--- config.mk ---
export PLATFORM = sky130hd
export DESIGN_NAME = ram_march_bist_flat
export DESIGN_NICKNAME = d
export VERILOG_FILES = /design/src/rtl/ram_march_bist_if.sv /design/src/rtl/ram_march_bist.sv /design/src/flat_wrapper.sv
export SDC_FILE = /design/constraint.sdc
export NUM_CORES = 1
export LEC_CHECK = 0
export BUFFER_PORTS_ARGS = -buffer_cell sky130_fd_sc_hd__buf_2
export CAP_MARGIN = 10
export CORE_ASPECT_RATIO = 0.8
export CORE_MARGIN = 2
export CORE_UTILIZATION = 40
export CTS_CLUSTER_DIAMETER = 50
export DETAILED_ROUTE_END_ITERATION = 12
export MAX_ROUTING_LAYER = met4
export PLACE_DENSITY = 0.65
export SYNTH_ARGS = -nofsm -noshare
export SYNTH_HDL_FRONTEND = slang
export SYNTH_SLANG_ARGS = --single-unit
--- constraint.sdc ---
create_clock -name clk -period 2.21 [get_ports clk]
set_input_delay 0 -clock clk [delete_from_list [all_inputs] [get_ports clk]]
set_output_delay 0 -clock clk [all_outputs]
set_load 0.02 [all_outputs]
--- src/rtl/ram_march_bist_if.sv ---
// RAM-side port of the March BIST: write enable, address and write data out,
// combinational read data back.
interface ram_march_bist_if #(
  parameter int unsigned DW = 16,
  parameter int unsigned AW = 10
);
  logic          ram_we;
  logic [AW-1:0] ram_addr;
  logic [DW-1:0] ram_din;
  logic [DW-1:0] ram_dout;

  modport master (
    output ram_we,
    output ram_addr,
    output ram_din,
    input  ram_dout
  );

  modport slave (
    input  ram_we,
    input  ram_addr,
    input  ram_din,
    output ram_dout
  );
endinterface

--- src/rtl/ram_march_bist.sv ---
// March BIST controller: W0 (up), R0W1 (up), R1W0 (down), R0 (up) over every
// address of a single-port async-read RAM, one cycle per address.
module ram_march_bist #(
  parameter int unsigned DW = 16,
  parameter int unsigned AW = 10
) (
  input  logic              clk,
  input  logic              rst,
  input  logic              start,
  input  logic [DW-1:0]     pattern,
  output logic              busy,
  output logic              done,
  output logic              fail,
  output logic [AW-1:0]     fail_addr,
  output logic [1:0]        fail_elem,
  ram_march_bist_if.master  ram
);

  typedef enum logic [2:0] {StIdle, StW0, StR0w1, StR1w0, StR0, StDone} state_e;

  localparam logic [AW-1:0] AddrMax = '1;

  state_e        state_q, state_d;
  logic [AW-1:0] addr_q, addr_d;
  logic [DW-1:0] pat_q, pat_d;
  logic          fail_q, fail_d;
  logic [AW-1:0] fail_addr_q, fail_addr_d;
  logic [1:0]    fail_elem_q, fail_elem_d;

  logic          we;
  logic [DW-1:0] din;
  logic          cmp_en;
  logic [DW-1:0] expect_data;
  logic [1:0]    elem;
  logic          asc_last;

  assign asc_last = (addr_q == AddrMax);

  // State, address counter, latched pattern and sticky failure capture.
  always_ff @(posedge clk) begin
    if (rst) begin
      state_q     <= StIdle;
      addr_q      <= '0;
      pat_q       <= '0;
      fail_q      <= 1'b0;
      fail_addr_q <= '0;
      fail_elem_q <= 2'd0;
    end else begin
      state_q     <= state_d;
      addr_q      <= addr_d;
      pat_q       <= pat_d;
      fail_q      <= fail_d;
      fail_addr_q <= fail_addr_d;
      fail_elem_q <= fail_elem_d;
    end
  end

  // Next-state, RAM drive and read compare for the current march element.
  always_comb begin
    state_d     = state_q;
    addr_d      = addr_q;
    pat_d       = pat_q;
    fail_d      = fail_q;
    fail_addr_d = fail_addr_q;
    fail_elem_d = fail_elem_q;
    we          = 1'b0;
    din         = '0;
    cmp_en      = 1'b0;
    expect_data = '0;
    elem        = 2'd0;

    unique case (state_q)
      StIdle: begin
        if (start) begin
          state_d     = StW0;
          pat_d       = pattern;
          fail_d      = 1'b0;
          fail_addr_d = '0;
          fail_elem_d = 2'd0;
          addr_d      = '0;
        end
      end
      StW0: begin
        we  = 1'b1;
        din = pat_q;
        if (asc_last) begin
          state_d = StR0w1;
          addr_d  = '0;
        end else begin
          addr_d = addr_q + 1'b1;
        end
      end
      StR0w1: begin
        // Async read still shows the old word while the new one is written.
        we          = 1'b1;
        din         = ~pat_q;
        cmp_en      = 1'b1;
        expect_data = pat_q;
        elem        = 2'd1;
        if (asc_last) begin
          state_d = StR1w0;
          addr_d  = AddrMax;
        end else begin
          addr_d = addr_q + 1'b1;
        end
      end
      StR1w0: begin
        we          = 1'b1;
        din         = pat_q;
        cmp_en      = 1'b1;
        expect_data = ~pat_q;
        elem        = 2'd2;
        if (addr_q == '0) begin
          state_d = StR0;
          addr_d  = '0;
        end else begin
          addr_d = addr_q - 1'b1;
        end
      end
      StR0: begin
        cmp_en      = 1'b1;
        expect_data = pat_q;
        elem        = 2'd3;
        if (asc_last) begin
          state_d = StDone;
          addr_d  = '0;
        end else begin
          addr_d = addr_q + 1'b1;
        end
      end
      StDone: begin
        state_d = StIdle;
      end
      default: begin
        state_d = StIdle;
        addr_d  = '0;
      end
    endcase

    // Only the first mismatch of a run is recorded.
    if (cmp_en && (ram.ram_dout != expect_data) && !fail_q) begin
      fail_d      = 1'b1;
      fail_addr_d = addr_q;
      fail_elem_d = elem;
    end
  end

  assign busy         = (state_q == StW0) || (state_q == StR0w1) ||
                        (state_q == StR1w0) || (state_q == StR0);
  assign done         = (state_q == StDone);
  assign fail         = fail_q;
  assign fail_addr    = fail_addr_q;
  assign fail_elem    = fail_elem_q;
  assign ram.ram_we   = we;
  assign ram.ram_addr = addr_q;
  assign ram.ram_din  = din;

endmodule

--- src/flat_wrapper.sv ---
// flat-port wrapper written by rule: the top's interface ports become plain ports
module ram_march_bist_flat 
#(
  parameter int unsigned DW = 16,
  parameter int unsigned AW = 10
)
  (clk, rst, start, pattern, busy, done, fail, fail_addr, fail_elem, ram_ram_we, ram_ram_addr, ram_ram_din, ram_ram_dout);
  ram_march_bist_if #(.DW(DW), .AW(AW)) ram_i ();
  input  logic clk;
  input  logic rst;
  input  logic start;
  input  logic [DW-1:0] pattern;
  output logic busy;
  output logic done;
  output logic fail;
  output logic [AW-1:0] fail_addr;
  output logic [1:0] fail_elem;
  output wire logic [$bits(ram_i.ram_we)-1:0] ram_ram_we;
  output wire logic [$bits(ram_i.ram_addr)-1:0] ram_ram_addr;
  output wire logic [$bits(ram_i.ram_din)-1:0] ram_ram_din;
  input wire logic [$bits(ram_i.ram_dout)-1:0] ram_ram_dout;
  assign ram_ram_we = ram_i.ram_we;
  assign ram_ram_addr = ram_i.ram_addr;
  assign ram_ram_din = ram_i.ram_din;
  assign ram_i.ram_dout = ram_ram_dout;
  ram_march_bist #(.DW(DW), .AW(AW)) u_core (.clk(clk), .rst(rst), .start(start), .pattern(pattern), .busy(busy), .done(done), .fail(fail), .fail_addr(fail_addr), .fail_elem(fail_elem), .ram(ram_i));
endmodule
==> reports/metrics.cfg <==
[synth]
synth_edf_count=0
synthArstFlopShare_pct=0
ys_seq_area_share_pct=28.0
synth.distinct_cells=51
yosysTopAreaCellShare_pct=28.0
yosysMostFrequentCell=nand2_1
synthTopCellsByCount=nand2_1 (65), dfxtp_1 (42), o21ai_0 (31)
synth.avg_cell_area_um2=7.65
synth_cells=393
synth_nets=430
yosys_register_bits=42
synth_area_um2=3010
yosysWarnings=0
netlist_top_cells_area=dfxtp_1 (28%), nand2_1 (8.1%), o21ai_0 (5.2%)
synthFlopType=dfxtp_1
netlist.top_cell.by_area=dfxtp_1

[die]
core_um2=7360
dieArea_um2=8230
rows=28
start_util_pct=40.9
die_w_um=101
io_pins=77
fp.dieH_um=81.5

[sta]
setup_ws_ns=0.0322
fin_skew_ns=0.00655
fin_crit_sh_pct=98.5
rsz0062_at_grt=true
hold_violations=0
slew_headroom_pct=60.0
final-setup-viol-count=0
min_period_ns=2.18
clock.fmax_mhz=459
drv_slew=0
worst_pin_slew_ns=0.600
hold_ws_ns=0.191

[setup_path]
crit_chain=buf_12 > xor2_1 > a221o_1 > a32o_2 > nor4_4 > a31oi_4 > mux2_4
crit_slowest_cell=dfxtp_4
endpoint_kind=flip-flop
crit_fanout=13
cp.required_ns=2.40
cp_slowest_stage_delay_ns=0.37
reg2reg_depth=7
worst_setup_path_start_kind=flip-flop
crit_type=flip-flop to flip-flop
arrival_ns=2.37

[routing]
drt_pre_antenna_iters=6
via_per_inst=5.46
drt_iter0_drc=297
route.antenna.remaining_nets=0
drc=0
routed_wirelength_mm=9.06
vias=3208
wire_per_inst_um=15.4

[power]
combPwrFrac_pct=23.7
p_sw_uw=539
peakVddDrop_mv=0.262
power_density_nw_per_um2=434
p_clk_share_pct=29.3
seq_power_share_pct=47.0
intPower_uw=1200
netSwitchingFraction_pct=30.9
leakagePower_uw=0.00170
fin_total_pwr_uw=1740

[hold_path]
hold_path.class=input pin to flip-flop
holdPathStages=2

[clocking]
clk_pin_slew_worst_paths_ns=0.09
root_buffer=clkbuf_8
clk_latency_ns=0.30
clock-sinks=42
clockBufferDepth=2
htree_num_levels=2
cts_tree=done
numCtsBuffers=5

[job]
drv_cap=0

[final_layout]
areaGrowthSynthToFinish_pct=33.3
stdcell_count=588
nets=534
fin_util_pct=54.5
antenna_cells=0
drive_gt1_share_pct=29.3

[global_route]
grt-ovfl-total=0
grt_start_max_net_pins=40
antenna_found_initial=0
grt_use_total_pct=22.4
grt_pass1_vias=2916
grt_pass1_wl_mm=14.3

[placement]
dp_cells=560
hpwl_mm=6.60
place_ws_ns=-0.0898
io_buffers=76
gp_congestion=0.925

[run_status]
status=finished clean

## placed cells by master (no fill, tap or decap), types with 3 or more instances in the layout
cell            n
nor2_1         19
a31oi_1         7
nand2_1        65
nand2b_1       13
xor2_1         16
xnor2_1        14
nor3_1          4
o21ai_0        31
a32oi_1         4
buf_2          76
mux2i_1        12
dlygate4sd3_1  16
a21oi_1        27
and4_1          3
nand3b_1       15
a22oi_1         6
clkbuf_8        5
a221o_1         8
and2_1          5
nor2b_1         9
nand3_1        10
dfxtp_1        39
buf_4          37
## critical path: cells and delay by family, from the launching register on
kind                      cells  cell delay [ns]
DFF                           1             0.37
xor gates and xnor gates      1             0.17
buffers and inverters         1             0.15
AOI/OAI and AO/OA             3             0.75
muxes                         1             0.32
and+or+nand+nor               1             0.31
## per-stage QoR
| stage | cell area, um2 | TNS [ns] |
|---|---|---|
| floorplan | 3050 | -0.00339 |
| global placement | 3660 | 0 |
| detailed placement | 3660 | -0.831 |
| CTS | 3980 | -0.0261 |
| global route | 4010 | -0.0672 |
| finish | 4010 | 0 |
## worst paths after layout
check                                 to  slack (ns)                start
setup / recovery     u_core.fail_elem[1]        0.03    u_core.state_q[0]
hold / removal    u_core.ram.ram_addr[3]        0.19                  rst
setup reg to reg     u_core.fail_elem[1]        0.03    u_core.state_q[0]
hold reg to reg      u_core.fail_addr[4]        0.49  u_core.fail_addr[4]
## power by group through the flow
| stage | clock, uW | combinational [uW] | sequential, uW |
|---|---|---|---|
| floorplan | 0 | 230 | 825 |
| global placement | 0 | 366 | 832 |
| detailed placement | 0 | 373 | 834 |
| CTS | 526 | 402 | 816 |
| global route | 547 | 454 | 823 |
| finish | 510 | 413 | 818 |
## repair_timing
item,4_1_cts,5_1_grt
buffers inserted,3,0
setup endpoints to repair,12,21
pin swaps,3,6
gates cloned,1,0
hold buffers,16,0
resized for setup,9,8
endpoints found under the hold margin,16,0
## registers in the layout, summed over array words and instances (netlist names)
register,flops
u_core.pat_q,16
u_core.fail,1
u_core.ram.ram_addr,10
u_core.fail_elem,2
u_core.state_q,3
u_core.fail_addr,10
## logic make-up after synthesis
| kind of cell | count (synthesis) | synth area share (%) |
|---|---|---|
| AND/OR/NAND/NOR | 161 | 28.2 |
| XOR/XNOR | 31 | 9.03 |
| multiplexers | 13 | 4.37 |
| buffers and inverters | 40 | 6.83 |
| flip-flops | 42 | 28.0 |
| adder cells (fa/ha/maj) | 2 | 0.833 |
| AO/OA/AOI/OAI | 104 | 22.8 |
## metal layers
| metal | track usage (%) | wire, um | part of all wire (%) | vias to the layer above |
|---|---|---|---|---|
| met4 | 5.00 | 104 | 1.1 | 0 |
| met3 | 2.98 | 595 | 6.6 | 9 |
| met2 | 34.9 | 4050 | 45 | 118 |
| met1 | 31.1 | 4310 | 48 | 1479 |
| met5 | - | 0 | 0 | - |
| li1 | - | - | - | 1602 |
## cell type report
type                       instances  area [um2]
fill                             698        3350
timing repair buffer             135         921
clock inverter                     2        13.8
clock buffer                       6        72.6
tap                               90         113
sequential                        42         847
inverter                           2        7.51
multi-input combinational        311        2030
Note: power is estimated with default switching activity, not from simulation.
